--- config.mk ---
export PLATFORM = sky130hd
export DESIGN_NAME = frame_draw_scheduler
export DESIGN_NICKNAME = d
export VERILOG_FILES = /design/src/rtl/frame_draw_scheduler.sv
export SDC_FILE = /design/constraint.sdc
export NUM_CORES = 1
export LEC_CHECK = 0
export BUFFER_PORTS_ARGS = -buffer_cell sky130_fd_sc_hd__buf_2
export CAP_MARGIN = 20
export CORE_ASPECT_RATIO = 1.5
export CORE_UTILIZATION = 55
export CTS_CLUSTER_DIAMETER = 30
export CTS_CLUSTER_SIZE = 12
export DETAILED_ROUTE_END_ITERATION = 8
export PLACE_DENSITY = 0.83
export SLEW_MARGIN = 20
export SYNTH_ARGS = -nofsm -noshare
export SYNTH_HDL_FRONTEND = slang
export SYNTH_SLANG_ARGS = --single-unit
--- constraint.sdc ---
create_clock -name clk -period 4.2 [get_ports clk]
set_input_delay 0.21 -clock clk [delete_from_list [all_inputs] [get_ports clk]]
set_output_delay 0.21 -clock clk [all_outputs]
set_load 0.02 [all_outputs]
--- src/rtl/frame_draw_scheduler.sv ---
// frame_draw_scheduler
//   Owns the single write port of the display pixel memory. Each accepted
//   frame_start clears the panel one pixel per cycle. Then it grants the port
//   to the physics renderer through a valid/ready request channel until the
//   renderer reports draw_done, or until the optional DRAW timeout expires.
//
// Ports
//   clk, reset          system clock; synchronous active-high reset
//   frame_start         one-cycle pulse that starts a new frame
//   clear_color[8:0]    background colour, latched when frame_start is taken
//   req_valid/ready     renderer request channel (see handshake note below)
//   req_x/y/color       requested pixel write
//   draw_done           one-cycle pulse; renderer finished the frame
//   write_en/x/y/color  registered pixel-memory write port to display
//   busy                high in any state other than IDLE
//   frame_done          one-cycle pulse when a frame completes normally
//   overrun             sticky; a frame_start arrived while not IDLE
//
// Handshake: a request transfers on any cycle where req_valid && req_ready.
// req_ready depends only on state (high in every DRAW cycle). It never
// depends on req_valid. An accepted request appears on write_* one cycle
// later. Out-of-panel requests are accepted but dropped.
module frame_draw_scheduler #(
  parameter int WIDTH        = 64,
  parameter int HEIGHT       = 64,
  parameter int DRAW_TIMEOUT = 0
) (
  input  logic       clk,
  input  logic       reset,
  input  logic       frame_start,
  input  logic [8:0] clear_color,
  input  logic       req_valid,
  input  logic [5:0] req_x,
  input  logic [5:0] req_y,
  input  logic [8:0] req_color,
  output logic       req_ready,
  input  logic       draw_done,
  output logic       write_en,
  output logic [5:0] write_x,
  output logic [5:0] write_y,
  output logic [8:0] write_color,
  output logic       busy,
  output logic       frame_done,
  output logic       overrun
);

  typedef enum logic [1:0] {
    S_IDLE  = 2'd0,
    S_CLEAR = 2'd1,
    S_DRAW  = 2'd2,
    S_DONE  = 2'd3
  } state_t;

  localparam logic [5:0]  X_LAST       = 6'(WIDTH - 1);
  localparam logic [5:0]  Y_LAST       = 6'(HEIGHT - 1);
  localparam logic [6:0]  X_LIMIT      = 7'(WIDTH);
  localparam logic [6:0]  Y_LIMIT      = 7'(HEIGHT);
  localparam logic [19:0] TIMEOUT_LAST = 20'(DRAW_TIMEOUT - 1);
  localparam logic        TIMEOUT_ON   = (DRAW_TIMEOUT != 0);

  state_t      state_q, state_d;
  logic [5:0]  clear_x_q, clear_x_d;
  logic [5:0]  clear_y_q, clear_y_d;
  logic [8:0]  color_q, color_d;
  logic [19:0] timer_q, timer_d;
  logic        write_en_q, write_en_d;
  logic [5:0]  write_x_q, write_x_d;
  logic [5:0]  write_y_q, write_y_d;
  logic [8:0]  write_color_q, write_color_d;
  logic        frame_done_q, frame_done_d;
  logic        overrun_q, overrun_d;

  logic        accept;
  logic        in_panel;

  assign req_ready = (state_q == S_DRAW);
  assign accept    = req_valid && req_ready;
  // Widen by one bit so WIDTH/HEIGHT = 64 compare correctly against 6-bit coords.
  assign in_panel  = ({1'b0, req_x} < X_LIMIT) && ({1'b0, req_y} < Y_LIMIT);

  always_comb begin
    state_d       = state_q;
    clear_x_d     = clear_x_q;
    clear_y_d     = clear_y_q;
    color_d       = color_q;
    timer_d       = timer_q;
    write_en_d    = 1'b0;
    write_x_d     = write_x_q;
    write_y_d     = write_y_q;
    write_color_d = write_color_q;
    overrun_d     = overrun_q;

    case (state_q)
      S_IDLE: begin
        if (frame_start) begin
          color_d   = clear_color;
          clear_x_d = '0;
          clear_y_d = '0;
          state_d   = S_CLEAR;
        end
      end

      S_CLEAR: begin
        write_en_d    = 1'b1;
        write_x_d     = clear_x_q;
        write_y_d     = clear_y_q;
        write_color_d = color_q;
        if (clear_x_q == X_LAST) begin
          clear_x_d = '0;
          if (clear_y_q == Y_LAST) begin
            clear_y_d = '0;
            timer_d   = '0;
            state_d   = S_DRAW;
          end else begin
            clear_y_d = clear_y_q + 6'd1;
          end
        end else begin
          clear_x_d = clear_x_q + 6'd1;
        end
      end

      S_DRAW: begin
        if (accept && in_panel) begin
          write_en_d    = 1'b1;
          write_x_d     = req_x;
          write_y_d     = req_y;
          write_color_d = req_color;
        end
        if (draw_done) begin
          state_d = S_DONE;
        end else if (TIMEOUT_ON && (timer_q == TIMEOUT_LAST)) begin
          state_d = S_DONE;
        end else begin
          timer_d = timer_q + 20'd1;
        end
      end

      S_DONE: begin
        state_d = S_IDLE;
      end

      default: begin
        state_d = S_IDLE;
      end
    endcase

    // A new frame_start preempts whatever is in flight. A DRAW write already
    // scheduled above is kept. Because state_d is forced to CLEAR here, the
    // aborted frame never reaches DONE and never pulses frame_done.
    if (frame_start && (state_q != S_IDLE)) begin
      overrun_d = 1'b1;
      color_d   = clear_color;
      clear_x_d = '0;
      clear_y_d = '0;
      state_d   = S_CLEAR;
    end

    frame_done_d = (state_d == S_DONE);
  end

  always_ff @(posedge clk) begin
    if (reset) begin
      state_q       <= S_IDLE;
      clear_x_q     <= '0;
      clear_y_q     <= '0;
      color_q       <= '0;
      timer_q       <= '0;
      write_en_q    <= 1'b0;
      write_x_q     <= '0;
      write_y_q     <= '0;
      write_color_q <= '0;
      frame_done_q  <= 1'b0;
      overrun_q     <= 1'b0;
    end else begin
      state_q       <= state_d;
      clear_x_q     <= clear_x_d;
      clear_y_q     <= clear_y_d;
      color_q       <= color_d;
      timer_q       <= timer_d;
      write_en_q    <= write_en_d;
      write_x_q     <= write_x_d;
      write_y_q     <= write_y_d;
      write_color_q <= write_color_d;
      frame_done_q  <= frame_done_d;
      overrun_q     <= overrun_d;
    end
  end

  assign write_en    = write_en_q;
  assign write_x     = write_x_q;
  assign write_y     = write_y_q;
  assign write_color = write_color_q;
  assign frame_done  = frame_done_q;
  assign overrun     = overrun_q;
  assign busy        = (state_q != S_IDLE);

endmodule
---- Word level (Yosys, flattened, before mapping) ----
Index checks and enable logic that the tools add are counted.
operators by class
  reduce and logical (&&, ||, !) cells .... 13
  add/sub/neg operators ................... 2
  eq/ne operators ......................... 9
  mux-type cells .......................... 23
operators by type and width
  operator             number
  $pmux 6 s2           4
  $mux 6               6
  $mux 9               4
  $pmux 9 s2           1
  $add 6x1->6 const B  2
  $eq 6x6->1 const B   2
  $mux 2               5
  $reduce_bool 2->1    5
  $pmux 2 s4           1
  $eq 2x2->1 const B   3
  $reduce_and 2->1     3
  $ne 2x2->1 const B   2
  $reduce_and 3->1     1
  $eq 2x1->1 const B   1
  $logic_and 1x1->1    2
  $logic_not 2->1      1
  $ne 2x1->1 const B   1
  $pmux 1 s2           1
  $reduce_or 2->1      1
  $mux 1               1
word-level totals
  logic and storage cells ................. 57
  output and inout bits ................... 26
  register bits ........................... 47

---- Depth between registers and ports, before layout ----
  depth after elaboration ................. 6
  mapped depth ............................ 8
  gate-level depth less buffers ........... 6

---- Worst setup path after synthesis ----
No wires, ideal clock.
  kind .................................... register to register
  start point ............................. register state_q[0]
  end point ............................... register clear_y_q[4]
  arrival time ............................ 1610 ps
  data required time ...................... 4141 ps
  setup slack ............................. 2531 ps
  clock period less this slack ............ 1669 ps
  buffers on the path ..................... 1
  cell stages (with the launch flop) ...... 8
  cells stage by stage .................... dfxtp_1 inv_1 ha_1 buf_6 mux2_4 o211ai_4 or4_1 nand2_1
between the ends
  longest elaborated chain between the ends .. 3
  elaborated cells on any way between the ends .. 10
  those cells by class .................... eq/ne (3); mux (1); reduce/logical (6)
RTL lines
  what                                                                  line  RTL
  start: declaration                                                    61    state_t state_q, state_d;
  start signal: assignment                                              175   state_q <= state_d;
  $eq 2x1->1 (tied with other cells)                                    93    case (state_q)
  $ne 2x2->1 (no source line) (tied with other cells)                   -
  $reduce_and 3->1 (no source line) or $reduce_or 2->1 (tied branches)  -
  end signal: assignment                                                177   clear_y_q <= clear_y_d;
  end: declaration                                                      63    logic [5:0] clear_y_q, clear_y_d;
Several ways; a longest one is shown, not always the timed one.
A chain may end at the register's enable or synchronous reset.

---- Final worst setup path ----
  start point ............................. register state_q[0]
  end point ............................... register write_y_q[0] (netlist: write_y[0])
between the ends
  longest elaborated chain between the ends .. 4
  elaborated cells on any way between the ends .. 7
  those cells by class .................... eq/ne (3); mux (1); reduce/logical (3)
RTL lines
  what                               line  RTL
  $eq 2x2->1                         -
  $logic_and 1x1->1                  77    assign accept = req_valid && req_ready;
  $ne 2x1->1 (no source line)        -
  $reduce_and 2->1 (no source line)  -
  end signal: assignment             182   write_y_q <= write_y_d;
  end: declaration                   68    logic [5:0] write_y_q, write_y_d;
Several ways; a longest one is shown, not always the timed one.

==> flow_summary.json <==
{
  "seqPwrFrac_pct": 52.3,
  "tightest_slew_ns": 0.702,
  "cts_buffers": 5,
  "die_h_um": 79.2,
  "cts_hold_buf": 0,
  "ios": 61,
  "synth-warning-count": 0,
  "critPathMaxStageDelay_ns": 0.38,
  "min_period_ns": 2.13,
  "synth_common_cells": "47 x dfxtp_1, 44 x nor2_1, 32 x mux2i_1, 22 x a211oi_1, 12 x nand2_1",
  "syn_area_per_cell_um2": 9.27,
  "yosysTopAreaCellShare_pct": 43.0,
  "drtIter0Drc": 29,
  "grt_overflow_total": 0,
  "ctsResizeCount": 0,
  "power_uw": 926,
  "dieArea_mm2": 0.00424,
  "hold_violations": 0,
  "final.setup.tns_ns": 0,
  "postCtsSetupBuffers": 0,
  "numPortBuffers": 60,
  "clk_pin_slew_ns": 0.09,
  "grt_antenna_before_repair": 0,
  "skew_ns": 0.00988,
  "grt_pass1_vias": 1785,
  "ctsRootBufferMaster": "clkbuf_8",
  "htreeDepth": 2,
  "routabilityCongestion": 0.829,
  "grt_max_degree": 40,
  "grt_pass1_wl_um": 7610,
  "fmax_mhz": 470,
  "initial_utilization_pct": 58.3,
  "startpoint": "state_q[0]$_SDFF_PP0_",
  "finalInstanceArea_mm2": 0.00259,
  "dpl.hpwl_um": 3370,
  "async_flop_share_pct": 0,
  "maxCapViolations": 0,
  "yosys-top-cells-area": "dfxtp_1 43%, mux2i_1 15%, a211oi_1 7.6%",
  "fin_nets": 332,
  "syn_to_final_growth_pct": 18.2,
  "cts_tree": "built",
  "worstPathArrival_ns": 2.34,
  "clock_sinks": 47,
  "p_clk_share_pct": 31.6,
  "ant_nets": 0,
  "reg2reg_from": "state_q[0]$_SDFF_PP0_",
  "synth_flop_cell": "dfxtp_1",
  "swShare_pct": 28.2,
  "vdd_drop_max_mv": 0.225,
  "synth-seq-cells": 47,
  "synth_top_area_cell": "dfxtp_1",
  "synth_cell_types": 43,
  "die_x_um": 53.5,
  "syn_area_mm2": 0.00219,
  "internal_power_uw": 664,
  "slew_viol_final": 0,
  "power_leakage_uw": 0.00108,
  "rr_worst_depth": 8,
  "startpoint_type": "flip-flop",
  "synth.most_common_cell": "dfxtp_1",
  "cpMostUsedCell": "buf_4",
  "crit_end": "write_y[0]$_SDFFE_PP0P_",
  "worstPathRequired_ns": 4.41,
  "num_vias": 1869,
  "n_antenna_cell": 0,
  "yosysSeqAreaShare_pct": 43.0,
  "clock_path_buffers": 2,
  "totalWireLength_um": 4690,
  "place_area_mm2": 0.00249,
  "powerDensity_mw_per_mm2": 358,
  "rows": 27,
  "drt_pass1_iterations": 4,
  "finalSetupViolations": 0,
  "min_path_type": "in -> reg",
  "worstPathMaxFanout": 32,
  "routed_via_density": 5.58,
  "regToRegSetupSlack_ns": 2.07,
  "p_comb_share_pct": 16.1,
  "wire_per_inst_um": 14.0,
  "min_period_over_period_pct": 50.7,
  "status": "finished clean",
  "drc": 0,
  "clkLatencyLatePin_ns": 0.30,
  "synthesis.nets": 277,
  "relSlewSlack_pct": 53.2,
  "syn_inst": 236,
  "coreArea_mm2": 0.00375,
  "rsz0062_at_grt": "no",
  "critPathKind": "reg -> reg",
  "critical_path.cell_chain": "inv_1 > ha_1 > buf_4 > nand2_1 > o21ai_2 > buf_4 > nor2_1 > a211oi_1",
  "drive_gt1_share_pct": 25.7,
  "synth_edf_count": 0,
  "r2r_end": "write_y[0]$_SDFFE_PP0P_",
  "grt_usage_pct": 24.2,
  "cp_slowest_cell": "buf_4",
  "end_kind": "flip-flop",
  "switchingPower_uw": 261
}
[cell families after synthesis]
kind of cell,share of synthesized area (%)
XOR/XNOR,2.00
AND/OR/NAND/NOR,17.2
adder cells (fa/ha/maj),3.43
AO/OA/AOI/OAI,14.7
flip-flops,43.0
buffers and inverters,4.35
multiplexers,15.3
[worst max-delay path: cells and delay by family (launching register included)]
| kind | cells | cell delay [ns] |
|---|---|---|
| compound gates | 2 | 0.44 |
| fa+ha+maj | 1 | 0.17 |
| simple gates | 2 | 0.23 |
| flops | 1 | 0.33 |
| buf+inv | 3 | 0.86 |
[power groups by stage]
stage / clock network [uW] / logic, uW / registers, uW
global route: 312 / 166 / 487
detailed placement: 0 / 150 / 495
finish: 293 / 149 / 484
floorplan: 0 / 80.9 / 515
global placement: 0 / 146 / 494
CTS: 299 / 150 / 484
[sequential cells by signal (all words and copies together) (netlist names)]
name and flops:
clear_x_q 6, clear_y_q 6, color_q 9, frame_done 1, overrun 1, state_q 2, write_color 9, write_en 1
write_x 6, write_y 6
[final cells by class]
class,count,area (um^2)
Clock inverter,2,16.3
Multi-Input combinational cell,168,1150
Tap cell,43,53.8
Sequential cell,47,941
Fill cell,321,1160
Clock buffer,6,82.6
Timing Repair Buffer,62,315
Inverter,7,26.3
[stage by stage]
step	utilization (%)	setup WS, ns	hold WS [ns]	std cells
2_1_floorplan	-	2.53	0.357	236
3_3_place_gp	66.3	2.20	0.449	327
3_5_place_dp	66.3	2.08	0.458	327
4_1_cts	69.0	2.06	0.142	335
5_1_grt	69.0	1.84	0.150	335
6_report	69.0	2.07	0.137	335
[how the worst min path moves through the flow]
stage | depth (start not counted) | start | to | slack, ns
finish | 3 | clear_color[3] | color_q[3]$_SDFFE_PP0P_ | 0.14
global route | 3 | clear_color[2] | color_q[2]$_SDFFE_PP0P_ | 0.15
CTS | 3 | clear_color[3] | color_q[3]$_SDFFE_PP0P_ | 0.14
detailed placement | 3 | clear_color[3] | color_q[3]$_SDFFE_PP0P_ | 0.46
global placement | 3 | clear_color[1] | color_q[1]$_SDFFE_PP0P_ | 0.45
floorplan | 2 | clear_color[0] | color_q[0]$_SDFFE_PP0P_ | 0.36
[routing by layer]
layer / vias up / part of all wire [%] / GRT usage, %
met4: 0 / 2.0 / 11.6
met1: 856 / 42 / 25.9
li1: 945 / - / -
met3: 12 / 4.3 / 6.51
met5: - / 0 / 0
met2: 56 / 52 / 41.9
[cell usage in the layout, fill, tap and decap left out, types with 3 or more instances in the layout]
master / n
dfxtp_1: 47
xor2_1: 4
and3_1: 4
a21oi_1: 6
a211oi_1: 22
clkbuf_8: 6
mux2i_1: 32
inv_1: 7
buf_2: 60
nand3_1: 3
nor2_1: 44
nand2_1: 12
ha_1: 6
(Power assumes the default switching activity.)
